[config.mk]
export PLATFORM = sky130hd
export DESIGN_NAME = fetch_unit
export DESIGN_NICKNAME = d
export VERILOG_FILES = /design/src/rtl/cpu_pkg.sv /design/src/rtl/prefetch_buffer.sv /design/src/rtl/fetch_unit.sv
export SDC_FILE = /design/constraint.sdc
export NUM_CORES = 1
export LEC_CHECK = 0
export ABC_CLOCK_PERIOD_IN_PS = 5000
export CAP_MARGIN = 25
export CELL_PAD_IN_SITES_DETAIL_PLACEMENT = 1
export CELL_PAD_IN_SITES_GLOBAL_PLACEMENT = 1
export CORE_MARGIN = 2
export CORE_UTILIZATION = 42
export DETAILED_ROUTE_END_ITERATION = 16
export HOLD_SLACK_MARGIN = 0.12
export PLACE_DENSITY = 0.88
export SLEW_MARGIN = 15
export SYNTH_ARGS = -nofsm -noshare
export SYNTH_HDL_FRONTEND = slang
export SYNTH_SLANG_ARGS = --single-unit
[constraint.sdc]
create_clock -name Clock -period 5 [get_ports Clock]
set_input_delay 1 -clock Clock [delete_from_list [all_inputs] [get_ports Clock]]
set_output_delay 1 -clock Clock [all_outputs]
set_load 0.01 [all_outputs]
[src/rtl/cpu_pkg.sv]
// Shared CPU types: datapath widths and fetch FSM states.
package cpu_pkg;
  localparam int PC_W   = 8;
  localparam int INSN_W = 16;

  typedef enum logic [1:0] {
    F_IDLE,
    F_REQ,
    F_WAIT
  } fetch_state_t;
endpackage

[src/rtl/prefetch_buffer.sv]
// Single-entry prefetch buffer: data, address tag and hit compare.
module prefetch_buffer
  import cpu_pkg::*;
(
  input  logic              clk,
  input  logic              rst,
  input  logic              clr,
  input  logic              fill,
  input  logic [INSN_W-1:0] fill_data,
  input  logic [PC_W-1:0]   fill_addr,
  input  logic [PC_W-1:0]   pc,
  output logic              hit,
  output logic [INSN_W-1:0] data
);
  logic            valid;
  logic [PC_W-1:0] tag;

  always_ff @(posedge clk) begin
    if (rst) begin
      valid <= 1'b0;
      tag   <= '0;
      data  <= '0;
    end else if (clr) begin
      valid <= 1'b0;
    end else if (fill) begin
      valid <= 1'b1;
      tag   <= fill_addr;
      data  <= fill_data;
    end
  end

  assign hit = valid && (tag == pc);
endmodule

[src/rtl/fetch_unit.sv]
// Instruction fetch: PC, IR, fetch FSM with one outstanding request
// and a one-entry prefetch buffer.
module fetch_unit
  import cpu_pkg::*;
(
  input  logic              Clock,
  input  logic              Reset,
  input  logic              PC_CLR,
  input  logic              PC_IC,
  input  logic              IR_LD,
  output logic              IMEM_RD,
  output logic [PC_W-1:0]   IMEM_ADDR,
  input  logic [INSN_W-1:0] IMEM_DATA,
  input  logic              IMEM_VALID,
  output logic [INSN_W-1:0] IR,
  output logic [PC_W-1:0]   PC,
  output logic              IR_VALID,
  output logic              FETCH_BUSY
);
  fetch_state_t      state;
  logic [PC_W-1:0]   req_addr;
  logic              drop;
  logic              ld_pend;
  logic              hit;
  logic [INSN_W-1:0] pb_data;
  logic              ld;
  logic              want;
  logic              accept;

  assign ld   = IR_LD && !PC_CLR;
  assign want = ld || ld_pend;

  // drop remembers a PC_CLR seen while the request was in flight
  assign accept = (state == F_WAIT) && IMEM_VALID &&
                  !PC_CLR && !drop && (req_addr == PC);

  assign IMEM_RD    = !Reset && (state == F_REQ);
  assign IMEM_ADDR  = IMEM_RD ? PC : '0;
  assign FETCH_BUSY = !Reset && ((ld && !hit) || ld_pend);

  prefetch_buffer u_pb (
    .clk       (Clock),
    .rst       (Reset),
    .clr       (PC_CLR),
    .fill      (accept),
    .fill_data (IMEM_DATA),
    .fill_addr (req_addr),
    .pc        (PC),
    .hit       (hit),
    .data      (pb_data)
  );

  always_ff @(posedge Clock) begin
    if (Reset) begin
      state    <= F_IDLE;
      req_addr <= '0;
      drop     <= 1'b0;
    end else begin
      unique case (state)
        F_IDLE: begin
          drop <= 1'b0;
          if (!hit && !PC_CLR)
            state <= F_REQ;
        end
        F_REQ: begin
          req_addr <= PC;
          drop     <= PC_CLR;
          state    <= F_WAIT;
        end
        F_WAIT: begin
          if (IMEM_VALID) begin
            drop  <= 1'b0;
            state <= F_IDLE;
          end else if (PC_CLR) begin
            drop <= 1'b1;
          end
        end
        default: state <= F_IDLE;
      endcase
    end
  end

  always_ff @(posedge Clock) begin
    if (Reset) begin
      PC       <= '0;
      IR       <= '0;
      IR_VALID <= 1'b0;
      ld_pend  <= 1'b0;
    end else begin
      if (PC_CLR)
        PC <= '0;
      else if (PC_IC)
        PC <= PC + 1'b1;

      if (PC_CLR) begin
        ld_pend <= 1'b0;
      end else if (want && hit) begin
        IR       <= pb_data;
        IR_VALID <= 1'b1;
        ld_pend  <= 1'b0;
      end else if (want && accept) begin
        IR       <= IMEM_DATA;
        IR_VALID <= 1'b1;
        ld_pend  <= 1'b0;
      end else if (ld) begin
        ld_pend <= 1'b1;
      end
    end
  end
endmodule
Word-level counts from Yosys, hierarchy flattened. Index checks and enable logic that the tools add are counted. W data, S select, Z words.

Add/sub/neg operators: 1. Multipliers: 0. Div/mod/pow operators: 0. $lt $le $gt $ge: 0. Equality and inequality tests: 7. Shifts and indexed selects: 0. Muxes and demuxes: 11. Bitwise gates (word level): 1. Reductions and logical operators: 27.

Operators with widths (count): $mux W16 (2); $eq A8 B8 Y1 (2); $logic_and A1 B1 Y1 (12); $add A8 B1 Y8 const B (1); $mux W8 (1); $reduce_and A2 Y1 (4); $pmux W2 S3 (1); $logic_not A1 Y1 (4); $mux W1 (4); $mux W2 (2); $ne A2 B2 Y1 const B (2); $reduce_or A4 Y1 (1); $ne A3 B3 Y1 const B (1); $pmux W1 S3 (1); $reduce_bool A3 Y1 (1); $eq A2 B1 Y1 const B (1); $eq A2 B2 Y1 const B (1); $logic_not A2 Y1 (1); $logic_or A1 B1 Y1 (2); $reduce_bool A2 Y1 (1); $reduce_or A2 Y1 (1); $not A1 Y1 (1).

Register bits: 62. Latch bits: 0. Bits in writable memories: 0. Memory bits (read-only): 0. Input port bits: 22. Output and inout bits: 35. Logic and storage cells: 57. Memories kept: 0.

Longest topological paths before layout. Gate-level depths: netlist (run 1).

Word-level depth: 8. Mapped depth: 10. Depth with buffers taken out: 7.

By module. A second synthesis (run 1) with hierarchy kept.

Cells, all modules: 320. Area, all modules: 2954.1 µm².

Modules (own cells, without submodules): fetch_unit (instances 1, cells an instance 198, area an instance 1973.1 µm², seq. area each 740.7 µm²); prefetch_buffer (instances 1, cells an instance 122, area an instance 980.9 µm², seq. area each 500.5 µm²).

Least setup slack after synthesis (run 1). OpenSTA, ideal clock, no wires.

Kind: in2out. Start point: input Reset. End point: output FETCH_BUSY. Arrival: 1928 ps. Required time: 4000 ps. Setup slack: 2072 ps. Cell stages on the path: 4. Path buffers: 3. Cells stage by stage: clkbuf_1 clkbuf_1 clkbuf_1 nor2_1.

Word-level cells in the longest chain between the ends: 2.

RTL lines: start, declared (RTL line fetch_unit.sv:7) `input logic Reset,`; $logic_not A1 Y1 (RTL line fetch_unit.sv:39) `assign FETCH_BUSY = !Reset && ((ld && !hit) || ld_pend);`; $logic_and A1 B1 Y1 (RTL line fetch_unit.sv:39); end, declared (RTL line fetch_unit.sv:18) `output logic FETCH_BUSY`.

Every way passes these cells.

Worst setup path after layout (run 1).
Start point: register PC[6]. End point: output FETCH_BUSY.

Word-level cells in the longest chain between the ends: 6.

RTL lines: start, declared (RTL line fetch_unit.sv:16) `output logic [PC_W-1:0] PC,`; start signal, assigned (RTL line fetch_unit.sv:93) `PC <= PC + 1'b1;`; $eq A8 B8 Y1 (RTL line prefetch_buffer.sv:32) `assign hit = valid && (tag == pc);`; $logic_and A1 B1 Y1 (RTL line prefetch_buffer.sv:32); $logic_not A1 Y1 (RTL line fetch_unit.sv:39); $logic_and A1 B1 Y1 (RTL line fetch_unit.sv:39); $logic_or A1 B1 Y1 (RTL line fetch_unit.sv:39); $logic_and A1 B1 Y1 (RTL line fetch_unit.sv:39).

Every way passes these cells.

==> results of run 1 <==
routing by layer:
metal  vias to the layer above  track usage [%]  part of all wire, %
met5                         -                0                    0
met4                         0             9.78                  2.3
met3                        17             4.10                  2.9
met2                        47             36.8                   51
met1                      1225             24.1                   44
li1                       1229                -                    -
worst max-delay path, stage by stage, from the launching register on:
cell             delay, ps
dfxtp_1                500
xor2_1                 130
nor3_1                 390
nand3_2                520
a31oi_1                320
nor2_1                  60
clkdlybuf4s50_1        530
power by group through the flow:
stage	clock network (uW)	logic (uW)	registers, uW
final	416	87.6	505
after global routing	443	96.5	505
after CTS	423	88.4	505
after detailed placement	0	87.6	516
after global placement	0	84.4	515
after floorplan	0	52.1	514
cells in the final DEF, fill, tap and decap left out, types with 5 or more instances in the layout:
cell             instances
nor2_1                  75
dfxtp_1                 62
clkdlybuf4s50_1         55
mux2i_1                 34
xor2_1                  19
nor2b_1                 18
o22ai_1                 13
clkbuf_8                13
a21oi_1                 12
o21ai_0                 11
and2_1                   9
a2111oi_1                6
ha_1                     6
nand4_1                  5
registers in the layout (all words and copies together) (netlist names):
signal      count
IR             16
u_pb.data      16
PC              8
req_addr        8
u_pb.tag        8
state           2
IR_VALID        1
drop            1
ld_pend         1
u_pb.valid      1
kinds of logic after synthesis:
kind of cell             after synthesis  synth area share, %
AND/OR/NAND/NOR                      128                 20.9
flip-flops                            62                 41.2
AO/OA/AOI/OAI                         52                 12.3
multiplexers                          34                 11.3
buffers and inverters                 30                 5.65
XOR/XNOR                              21                 6.11
adder cells (fa/ha/maj)                6                 2.49
area by class of cell:
type / instances / share of cell area, %
Tap cell: 96 / 3.21
Multi-Input combinational cell: 241 / 42.8
Sequential cell: 62 / 33.2
Timing Repair Buffer: 59 / 15.5
Inverter: 4 / 0.401
Clock buffer: 15 / 4.98
Yosys cell counts, types with 9 or more instances:
master | n | area, um^2
nor2_1 | 75 | 282
dfxtp_1 | 62 | 1240
mux2i_1 | 34 | 340
xor2_1 | 19 | 166
nor2b_1 | 18 | 113
clkbuf_1 | 13 | 48.8
o22ai_1 | 13 | 81.3
a21oi_1 | 12 | 60.1
o21ai_0 | 11 | 55.1
and2_1 | 9 | 56.3
metrics by stage:
stage	util (%)	cell area (um^2)
2_1_floorplan	-	3010
3_3_place_gp	51.7	3550
3_5_place_dp	51.7	3550
4_1_cts	54.4	3740
5_1_grt	54.4	3740
6_report	54.4	3740
how the worst max path moves through the flow:
stage               slack, ps  cells after the start                 end
CTS                      1200                      6          FETCH_BUSY
finish                   1200                      6          FETCH_BUSY
global route             1020                      6          FETCH_BUSY
floorplan                2070                      4          FETCH_BUSY
detailed placement       1360                      5  IR[6]$_SDFFE_PP0P_
global placement         1400                      5  IR[6]$_SDFFE_PP0P_
==> results.sh, run 1 <==
export IMPL_multiInputGateArea_um2=1600
export IMPL_htreeDepth=3
export IMPL_ir_drop_mv=0.134
export IMPL_grt_pass1_wl_mm=12.5
export IMPL_clock_latency_ps=340
export IMPL_drcViolationCount=0
export IMPL_wl_mm=7.73
export IMPL_relSlewSlack_pct=39.4
export IMPL_area_growth_pct=24.3
export IMPL_yosys_register_bits=62
export IMPL_start_util_pct=43.8
export IMPL_clk_path_buf_depth=2
export IMPL_synth_cell_types=37
export IMPL_first_iter_violations=85
export IMPL_die_w_um=88.6
export IMPL_path_max_fanout=19
export IMPL_ctsResizeCount=0
export IMPL_seqCellArea_um2=1240
export IMPL_drt_pass1_iter_count=6
export IMPL_internal_power_uw=771
export IMPL_cap_violations=0
export IMPL_end_kind="output pin"
export IMPL_die_area_um2=7860
export IMPL_finClkSkew_ps=6.06
export IMPL_place_ws_ps=1360
export IMPL_totalPowerFinal_uw=1010
export IMPL_maxSlewViolCount=0
export IMPL_whs_endpoint="IR_VALID$_SDFFE_PP0P_"
export IMPL_clkPwrFrac_pct=41.2
export IMPL_hpwl_mm=5.17
export IMPL_required_ps=4000
export IMPL_rows=30
export IMPL_status="finished clean"
export IMPL_cts_buffers_inserted=9
export IMPL_grt_max_degree=73
export IMPL_rr_startpoint="PC[4]$_SDFFE_PP0P_"
export IMPL_grt_pass1_vias=2605
export IMPL_dr_total_vias=2518
export IMPL_core_area_um2=6870
export IMPL_whs_ps=459
export IMPL_antenna_left=0
export IMPL_ff2ff_setup_slack_ps=2330
export IMPL_synthArstFlopShare_pct=0
export IMPL_fin_ws_ps=1200
export IMPL_switchingPower_uw=237
export IMPL_final_cells=477
export IMPL_io_pins=57
export IMPL_synth_warnings=0
export IMPL_grt_overflow=0
export IMPL_portBuffers=56
export IMPL_synth_edff_count=0
export IMPL_p_leak_uw=0.00139
export IMPL_synthFlopType="dfxtp_1"
export IMPL_cts_sinks=62
export IMPL_finalHoldViolCount=0
export IMPL_n_antenna_cell=0
export IMPL_ff2ff_path_depth=5
export IMPL_max_freq_mhz=263
export IMPL_grt_usage_pct=20.9
export IMPL_routedWlPerCell_um=16.2
export IMPL_drive_gt1_share_pct=7.61
export IMPL_cts_clk_slew_worst_paths_ps=60
export IMPL_pwr_share_comb_pct=8.7
export IMPL_routabilityCongestion=0.730
export IMPL_holdBufCountCts=0
export IMPL_p_sw_share_pct=23.5
export IMPL_seqPwrFrac_pct=50.1
export IMPL_rsz0062_at_grt="false"
export IMPL_fin_tns_setup_ps=0
export IMPL_reg2reg_to="IR[4]$_SDFFE_PP0P_"
export IMPL_synthCells=333
export IMPL_antenna_found_initial=0
export IMPL_layout_nets=405
export IMPL_tightest_slew_ps=908
export IMPL_synthesis_nets=361
export IMPL_viasPerCell=5.28
export IMPL_synth_area_per_cell_um2=9.04
export IMPL_hold_depth=2
export IMPL_min_period_over_period_pct=76.0
export IMPL_cp_arrival_ps=2800
export IMPL_start_kind="flip-flop"
export IMPL_synth_seq_area_share_pct=41.2
export IMPL_crit_start="PC[6]$_SDFFE_PP0P_"
export IMPL_cts_root_buffer="clkbuf_8"
export IMPL_die_y_um=88.6
export IMPL_syn_area_um2=3010
export IMPL_hold_class="flip-flop to flip-flop"
export IMPL_fill_cells=811
export IMPL_worstHoldStart="IR_VALID$_SDFFE_PP0P_"
export IMPL_crit_type="flip-flop to output pin"
export IMPL_min_period_ps=3800
export IMPL_setup_viol=0
export IMPL_dp_cells=462
export IMPL_postCtsSetupBuffers=0
export IMPL_tritoncts="done"
export IMPL_power_density_nw_per_um2=270
(Power assumes the default switching activity.)
==> run 2, diff against run 1 <==
--- a/config.mk
+++ b/config.mk
@@ -5,15 +5,15 @@
 export SDC_FILE = /design/constraint.sdc
 export NUM_CORES = 1
 export LEC_CHECK = 0
-export ABC_CLOCK_PERIOD_IN_PS = 5000
+export ABC_CLOCK_PERIOD_IN_PS = 3100
 export CAP_MARGIN = 25
 export CELL_PAD_IN_SITES_DETAIL_PLACEMENT = 1
 export CELL_PAD_IN_SITES_GLOBAL_PLACEMENT = 1
 export CORE_MARGIN = 2
-export CORE_UTILIZATION = 42
+export CORE_UTILIZATION = 35
 export DETAILED_ROUTE_END_ITERATION = 16
 export HOLD_SLACK_MARGIN = 0.12
-export PLACE_DENSITY = 0.88
+export PLACE_DENSITY = 0.78
 export SLEW_MARGIN = 15
 export SYNTH_ARGS = -nofsm -noshare
 export SYNTH_HDL_FRONTEND = slang
==> constraint.sdc (replaced) <==
create_clock -name Clock -period 3.1 [get_ports Clock]
set_input_delay 0.62 -clock Clock [delete_from_list [all_inputs] [get_ports Clock]]
set_output_delay 0.62 -clock Clock [all_outputs]
set_load 0.01 [all_outputs]
==> run 2 against run 1 <==
Effect of this change: final cell count is 4.2% higher; via count is 1.3% higher; critical endpoint unchanged; total power is 74% higher; final area is 4.2% higher; first-iteration DRC count is 5.9% lower; combinational power is 66% higher; worst setup slack worse by 920 ps.
==> results.sh, run 2 (synthesis results as in run 1) <==
export IMPL_status="finished clean"
export IMPL_grt_usage_pct=17.7
export IMPL_tritoncts="done"
export IMPL_cts_sinks=62
export IMPL_first_iter_violations=80
export IMPL_grt_pass1_wl_mm=13.6
export IMPL_ctsResizeCount=0
export IMPL_holdBufCountCts=0
export IMPL_routedWlPerCell_um=15.7
export IMPL_setup_viol=0
export IMPL_crit_type="flip-flop to output pin"
export IMPL_hpwl_mm=5.31
export IMPL_die_w_um=96.7
export IMPL_core_area_um2=8260
export IMPL_end_kind="output pin"
export IMPL_viasPerCell=5.13
export IMPL_drive_gt1_share_pct=10.7
export IMPL_relSlewSlack_pct=51.9
export IMPL_power_density_nw_per_um2=450
export IMPL_max_freq_mhz=355
export IMPL_min_period_ps=2820
export IMPL_seqPwrFrac_pct=46.4
export IMPL_portBuffers=56
export IMPL_drt_pass1_iter_count=4
export IMPL_internal_power_uw=1330
export IMPL_cp_arrival_ps=2200
export IMPL_grt_max_degree=72
export IMPL_seqCellArea_um2=1240
export IMPL_area_growth_pct=29.6
export IMPL_min_period_over_period_pct=91.0
export IMPL_multiInputGateArea_um2=1600
export IMPL_die_y_um=96.7
export IMPL_dpl_instance_area_um2=3680
export IMPL_clkPwrFrac_pct=45.4
export IMPL_tightest_slew_ps=722
export IMPL_antenna_found_initial=0
export IMPL_start_kind="flip-flop"
export IMPL_io_pins=57
export IMPL_n_antenna_cell=0
export IMPL_antenna_left=0
export IMPL_final_cell_area_um2=3900
export IMPL_switchingPower_uw=427
export IMPL_cap_violations=0
export IMPL_wl_mm=7.81
export IMPL_layout_nets=415
export IMPL_ir_drop_mv=0.219
export IMPL_maxSlewViolCount=0
export IMPL_p_leak_uw=0.00146
export IMPL_finClkSkew_ps=8.25
export IMPL_fill_cells=964
export IMPL_grt_overflow=0
export IMPL_routabilityCongestion=0.744
export IMPL_cts_clk_slew_worst_paths_ps=70
export IMPL_cts_root_buffer="clkbuf_8"
export IMPL_cts_buffers_inserted=9
export IMPL_dr_total_vias=2550
export IMPL_hold_class="flip-flop to flip-flop"
export IMPL_drcViolationCount=0
export IMPL_finalHoldViolCount=0
export IMPL_htreeDepth=3
export IMPL_start_util_pct=36.4
export IMPL_clk_path_buf_depth=2
export IMPL_required_ps=2480
export IMPL_rsz0062_at_grt="false"
export IMPL_final_common_cell="nor2_1"
export IMPL_grt_pass1_vias=2775
export IMPL_rows=33
export IMPL_clock_latency_ps=350
export IMPL_fin_tns_setup_ps=0
export IMPL_postCtsSetupBuffers=0
export IMPL_layout_common_cells="nor2_1, dfxtp_1, clkdlybuf4s50_1"
export IMPL_die_area_um2=9350
export IMPL_pwr_share_comb_pct=8.3
export IMPL_path_max_fanout=8
export IMPL_reg_largest_list="IR: 16 flops, u_pb.data: 16 flops"
export IMPL_p_sw_share_pct=24.3
[run 2: layout make-up]
| cell class | count | area share [%] |
|---|---|---|
| Clock buffer | 9 | 3.18 |
| Tap cell | 105 | 3.37 |
| Inverter | 4 | 0.385 |
| Clock inverter | 7 | 2.50 |
| Timing Repair Buffer | 69 | 17.7 |
| Sequential cell | 62 | 31.8 |
| Multi-Input combinational cell | 241 | 41.0 |
[run 2: worst paths after layout]
| path | start | depth (start not counted) | end | slack [ps] |
|---|---|---|---|---|
| worst max-delay path | PC[1]$_SDFFE_PP0P_ | 6 | FETCH_BUSY | 280 |
| worst min-delay path | IR_VALID$_SDFFE_PP0P_ | 2 | IR_VALID$_SDFFE_PP0P_ | 460 |
| worst max register to register | state[0]$_SDFFE_PP0P_ | 8 | IR[7]$_SDFFE_PP0P_ | 790 |
| worst min register to register | IR_VALID$_SDFFE_PP0P_ | 2 | IR_VALID$_SDFFE_PP0P_ | 460 |
[run 2: worst max-delay path: stages, from the launching register on]
cell             delay [ps]
dfxtp_1                 510
xor2_1                  160
nor4_4                  340
nand3_2                 120
a31oi_1                 190
nor2_1                   60
clkdlybuf4s50_1         470
[run 2: power groups by stage]
| stage | clock, uW | combinational [uW] | sequential (uW) |
|---|---|---|---|
| after floorplan | 0 | 84.0 | 829 |
| after CTS | 816 | 148 | 813 |
| after global placement | 0 | 143 | 831 |
| final | 795 | 145 | 813 |
| after detailed placement | 0 | 146 | 832 |
| after global routing | 847 | 162 | 815 |
[run 2: per-layer routing]
layer / GRT usage (%) / vias to the layer above / share of wire (%)
met5: 0 / - / 0
met3: 5.20 / 7 / 4.1
li1: - / 1244 / -
met1: 21.9 / 1247 / 46
met4: 4.66 / 0 / 0.79
met2: 30.0 / 52 / 49
[run 2: per-stage QoR]
stage	instances	power (uW)	util (%)	worst slack [ps]	hold WS [ps]
5_1_grt	497	1820	47.2	54.2	512
4_1_cts	497	1780	47.2	235	464
6_report	497	1750	47.2	280	460
3_5_place_dp	481	978	44.5	243	454
2_1_floorplan	333	913	-	799	432
3_3_place_gp	481	974	44.5	385	450
==> edit 1: new RTL, flow settings as in run 1 <==
`PC_W`: 8 -> 9.
--- a/src/rtl/cpu_pkg.sv
+++ b/src/rtl/cpu_pkg.sv
@@ -1,6 +1,6 @@
 // Shared CPU types: datapath widths and fetch FSM states.
 package cpu_pkg;
-  localparam int PC_W   = 8;
+  localparam int PC_W   = 9;
   localparam int INSN_W = 16;
 
   typedef enum logic [1:0] {
Ports: changed (resized IMEM_ADDR and PC); port bits go from 57 to 59. The function was not compared with the original's and may differ.
==> edit 1 against run 1 <==
- register-to-register slack got worse by 0.08 ns
- clock skew increased by 0.0059 ns
- total power increased by 9.4%
- sequential cell count increased by 3
- clock power increased by 18%
- area after synthesis increased by 1.0%
- wire length decreased by 2.2%
- setup slack improved by 0.12 ns
- cell count decreased by 2.7%
- combinational power decreased by 4.3%
- sequential share of layout area increased by 1.0 points
- maximum frequency increased by 3.3%
- final area increased by 1.7%
- non-clock buffer count increased by 4
==> edit 1: results (changes against run 1) <==
Parameter                              Value

Global routing
  Global-route usage over all layers ... 20.0% (was 20.9%)
  Wire length of the first global-routing pass ... 12.1 mm (was 12.5 mm)
  Via count of the first global-routing pass ... 2,507 (was 2,605)
  GR Layer Usage met3 ... 4.71% (was 4.10%)
  Global-route met2 utilization ... 34.5% (was 36.8%)
  Pin count of the biggest net entering global routing ... 47 (was 73)

Route
  Met3 wire length ... 370 um (was 222 um)
  Detailed Route Iter0 Violations ... 82 (was 85)
  Pre-Repair DR Iteration Count ... 4 (was 6)
  WL/cell ... 16.3 um (was 16.2 um)
  Detailed-routed wire length on met2 ... 3.83 mm (was 3.92 mm)
  Routed met1 length ... 3.24 mm (was 3.42 mm)

Finish
  Buffer count excluding the clock tree in the final layout ... 63 (was 59)
  Clock buffers ... 9 (was 15)
  Proportion of final cell area spent on non-clock buffers ... 16.2% (was 15.5%)
  Layout multi-input combinational cell count ... 216 (was 241)
  Clk cell area share ... 5.76% (was 4.98%)
  Proportion of cell area occupied by multi-input gates ... 40.0% (was 42.8%)
  Fraction of layout cells with a size suffix above 1 ... 7.67% (was 7.61%)

Placed design
  Post-detail-place hpwl ... 5.08 mm (was 5.17 mm)
  Number of input and output port buffers inserted ... 58 (was 56)
  # placed instances ... 448 (was 462)
  Weighted congestion reported at the end of routability-driven placement ... 0.755 (was 0.730)

Critical path
  Standard cell with the maximum stage delay on the critical path ... ha_1 (was clkdlybuf4s50_1)
  CP max FO ... 11 (was 19)
  Data arrival time at the worst-slack endpoint ... 2.68 ns (was 2.80 ns)
  Largest incremental delay on the critical path ... 0.57 ns (was 0.53 ns)

Timing
  Fin Clk Skew ... 0.0119 ns (was 0.00606 ns)

CTS
  Clock Latency Late Sink ... 0.36 ns (was 0.34 ns)
  # clock sinks ... 65 (was 62)

Status
  Run status ... finished, final reports clean (unchanged)

Logic synthesis
  Synth cell types ... 39 (was 37)
  Leading cell types by count after synthesis ... 65 x dfxtp_1, 51 x nor2_1, 36 x mux2i_1 (was 75 x nor2_1, 62 x dfxtp_1, 34 x mux2i_1)
  Top cells by area in the synthesized netlist ... dfxtp_1 43%, mux2i_1 12%, nor2_1 6.3% (was dfxtp_1 41%, mux2i_1 11%, nor2_1 9.4%)
  Net count after synthesis ... 343 (was 361)
  Syn Inst Count ... 315 (was 333)
edit 1: cell count changes after synthesis, moves of 7 or more:
cell,change
o21ai_0,-9
xor2_1,-7
xnor2_1,+11
nor3_1,+7
nor2_1,-24
o31ai_1,+8
a22oi_1,+15
nor2b_1,-16
o22ai_1,-13
edit 1: kinds of logic after synthesis:
logic type / Yosys count / share of synthesized area [%]
mux: 36 / 11.9
simple gates: 99 / 16.5
buf+inv: 34 / 7.25
fa+ha+maj: 6 / 2.47
flops: 65 / 42.8
xor+xnor: 25 / 7.20
compound gates: 50 / 11.9
edit 1: per-stage QoR:
step	util (%)	power, W	worst slack [ns]	cell area, sq um	hold WS, ns
after floorplan	-	0.000588	2.34	3040	0.432
after global placement	50.2	0.000622	1.42	3580	0.445
after detailed placement	50.2	0.000625	1.33	3580	0.465
after CTS	53.3	0.00112	1.25	3800	0.485
after global routing	53.3	0.00115	1.06	3800	0.518
final	53.3	0.00110	1.32	3800	0.484
edit 1: worst reg2reg max path: stages (launching register included):
cell and delay (ns):
dfxtp_1 0.55, xor2_1 0.14, nor4_2 0.37, and4_1 0.70, or2_1 0.68, a211oi_1 0.17
edit 1: power by group:
part | internal, W | switching (W) | total (W)
registers | 0.000523 | 0.00000610 | 0.000529
logic | 0.0000418 | 0.0000420 | 0.0000838
clock network | 0.000280 | 0.000210 | 0.000490
edit 1: worst paths after layout:
| path | startpoint | end | slack, ns | cells past startpoint |
|---|---|---|---|---|
| hold / removal | u_pb.valid | u_pb.valid | 0.48 | 2 |
| setup / recovery | state[1] | IMEM_ADDR[8] | 1.32 | 5 |
| setup reg to reg | PC[0] | IR[0] | 2.25 | 5 |
| hold reg to reg | u_pb.valid | u_pb.valid | 0.48 | 2 |
==> edit 2: new RTL, config.mk and constraints of run 1 <==
Without the edit above. Put a register stage on the outputs `IMEM_ADDR` and `FETCH_BUSY`, with the module's reset. The values now appear one clock later. The other outputs are not delayed to match.
--- a/src/rtl/fetch_unit.sv
+++ b/src/rtl/fetch_unit.sv
@@ -35,8 +35,15 @@
                   !PC_CLR && !drop && (req_addr == PC);
 
   assign IMEM_RD    = !Reset && (state == F_REQ);
-  assign IMEM_ADDR  = IMEM_RD ? PC : '0;
-  assign FETCH_BUSY = !Reset && ((ld && !hit) || ld_pend);
+  always_ff @(posedge Clock) begin
+    if (Reset) begin
+      IMEM_ADDR  <= '0;
+      FETCH_BUSY <= '0;
+    end else begin
+      IMEM_ADDR  <= IMEM_RD ? PC : '0;
+      FETCH_BUSY <= !Reset && ((ld && !hit) || ld_pend);
+    end
+  end
 
   prefetch_buffer u_pb (
     .clk       (Clock),
Behaviour: not the same (Yosys sat finds a counterexample within 4 cycles, from zero or initial values and one cycle with Reset high).
==> edit 2 against run 1 <==
- final area up 8.2%
- setup slack better by 0.23 ns
- via count down 3.1%
- total power up 22%
- wire length down 0.49%
- register-to-register slack better by 0.08 ns
- synthesized cell count down 6.9%
- sequential share of layout area up 1.9 points
- first-iteration DRC count down 19%
- combinational power up 4.5%
- area after synthesis up 10%
- sequential cell count up 9
- critical path depth down 3
- critical endpoint is now IMEM_RD
- largest power group unchanged
==> edit 2: results (changes against run 1) <==
Parameter                              Value

Logic synthesis
  Net count after synthesis ... 338 (was 361)
  Top cells by area in the synthesized netlist ... dfxtp_1 43%, mux2i_1 11%, a211oi_2 6.0% (was dfxtp_1 41%, mux2i_1 11%, nor2_1 9.4%)
  Ys async rst share ... 0% (unchanged)
  Part of the Yosys area used for sequential elements ... 42.9% (was 41.2%)
  Number of warning messages in the yosys log ... 0 (unchanged)
  Leading cell types by count after synthesis ... 71 x dfxtp_1, 43 x nor2_1, 35 x mux2i_1 (was 75 x nor2_1, 62 x dfxtp_1, 34 x mux2i_1)
  Flip-flop cell with the highest count after synthesis ... dfxtp_1 (unchanged)
  Synth cell types ... 37 (unchanged)

Power
  Clock share of power ... 45.7% (was 41.2%)
  Part of the power in registers ... 46.9% (was 50.1%)
  Static Leak ... 1.37 nW (was 1.39 nW)
  Peak supply drop ... 0.155 mV (was 0.134 mV)
  Total power divided by cell area ... 304 mW/mm^2 (was 270 mW/mm^2)
  Sw power ... 0.000282 W (was 0.000237 W)

Global routing
  Via count of the first global-routing pass ... 2,546 (was 2,605)
  Initial antenna violation count ... 0 (unchanged)
  Wire length of the first global-routing pass ... 12.5 mm (about the same)
  Global-route usage over all layers ... 18.5% (was 20.9%)
  Pin count of the biggest net entering global routing ... 56 (was 73)

Status
  Run status ... finished, final reports clean (unchanged)

Route
  Via density ... 5.30 (was 5.28)
  Routed wire length ... 7.70 mm (was 7.73 mm)
  Pre-Repair DR Iteration Count ... 4 (was 6)
  Detailed Route Iter0 Violations ... 69 (was 85)

Placed design
  Total cell area at the placement stage ... 0.00380 sq mm (was 0.00355 sq mm)
  Pre-CTS worst setup slack ... 1.13 ns (was 1.36 ns)
  Post-detail-place hpwl ... 5.24 mm (was 5.17 mm)
  Weighted congestion reported at the end of routability-driven placement ... 0.747 (was 0.730)
  Number of input and output port buffers inserted ... 56 (unchanged)

Worst hold path
  Class of the tightest hold or removal check ... flip-flop to flip-flop (unchanged)

CTS
  Bufs on Longest Clock Path ... 2 (unchanged)
  Worst-path clk slew ... 0.08 ns (was 0.06 ns)
  Post-cts gate resize count ... 0 (unchanged)
  Total number of H-tree levels ... 3 (unchanged)
  Root Buffer Master ... clkbuf_8 (unchanged)
  Total CTS buffers ... 9 (unchanged)
  Buffers inserted during post-CTS setup optimization ... 0 (unchanged)
  Clock Latency Late Sink ... 0.35 ns

Timing
  Fin Clk Skew ... 0.00748 ns (was 0.00606 ns)
  Hold violation count in the final report ... 0 (unchanged)
  Worst max-slew margin expressed relative to the limit ... 40.7% (was 39.4%)

Finish
  Fraction of layout cells with a size suffix above 1 ... 15.1% (was 7.61%)
  Layout filler cell count ... 843 (was 811)
  Final-stage net count ... 381 (was 405)
  Inserted Diodes ... 0 (unchanged)
  Regs by FF count ... IR (16), u_pb.data (16) (unchanged)

Critical path
  CP max FO ... 10 (was 19)
  Data arrival time at the worst-slack endpoint ... 2.57 ns (was 2.80 ns)
[edit 2: cell types whose count changed after synthesis, moves of 13 or more]
cell / before / now
nor2_1: 75 / 43
a211oi_1: 2 / 18
a211oi_2: 0 / 16
nor2b_1: 18 / 3
xor2_1: 19 / 4
o22ai_1: 13 / 0
[edit 2: cell type report]
cell class,count,area (sq um),share of cell area [%]
clock buffers,10,128,3.15
clock inverters,6,116,2.88
inverters,3,11.3,0.278
multi-input cells,208,1660,40.9
flip-flops and latches,71,1420,35.1
well taps,102,128,3.15
repair buffers,60,586,14.5
[edit 2: worst paths after layout]
path                 start      end  slack [ns]  cells past startpoint
setup reg to reg     PC[0]   IR[10]        2.41                      6
setup / recovery  state[0]  IMEM_RD        1.43                      3
hold / removal        drop     drop        0.50                      2
hold reg to reg       drop     drop        0.50                      2
[edit 2: kinds of logic (layout without fill, tap and decap cells)]
logic type / Yosys count / after routing / synth area share [%]
flops: 71 / 71 / 42.9
mux: 35 / 35 / 10.6
compound gates: 60 / 60 / 16.8
simple gates: 86 / 86 / 13.5
buf+inv: 31 / 79 / 7.29
xor+xnor: 21 / 21 / 6.68
fa+ha+maj: 6 / 6 / 2.26
[edit 2: metrics by stage]
stage / instances / hold WS (ns)
floorplan: 310 / 0.452
global placement: 444 / 0.474
detailed placement: 444 / 0.479
CTS: 460 / 0.497
global route: 460 / 0.540
finish: 460 / 0.497
[edit 2: critical path, cell delays in order (launching register included)]
cell             delay [ns]
dfxtp_1                0.43
ha_1                   0.58
nor2b_1                0.56
clkdlybuf4s50_1        0.65
[edit 2: metal layers]
metal / track usage, % / part of all wire (%) / vias to the layer above
li1: - / - / 1180
met1: 22.7 / 47 / 1208
met2: 31.6 / 49 / 44
met3: 4.96 / 3.0 / 8
met4: 5.88 / 1.2 / 0
met5: 0 / 0 / -
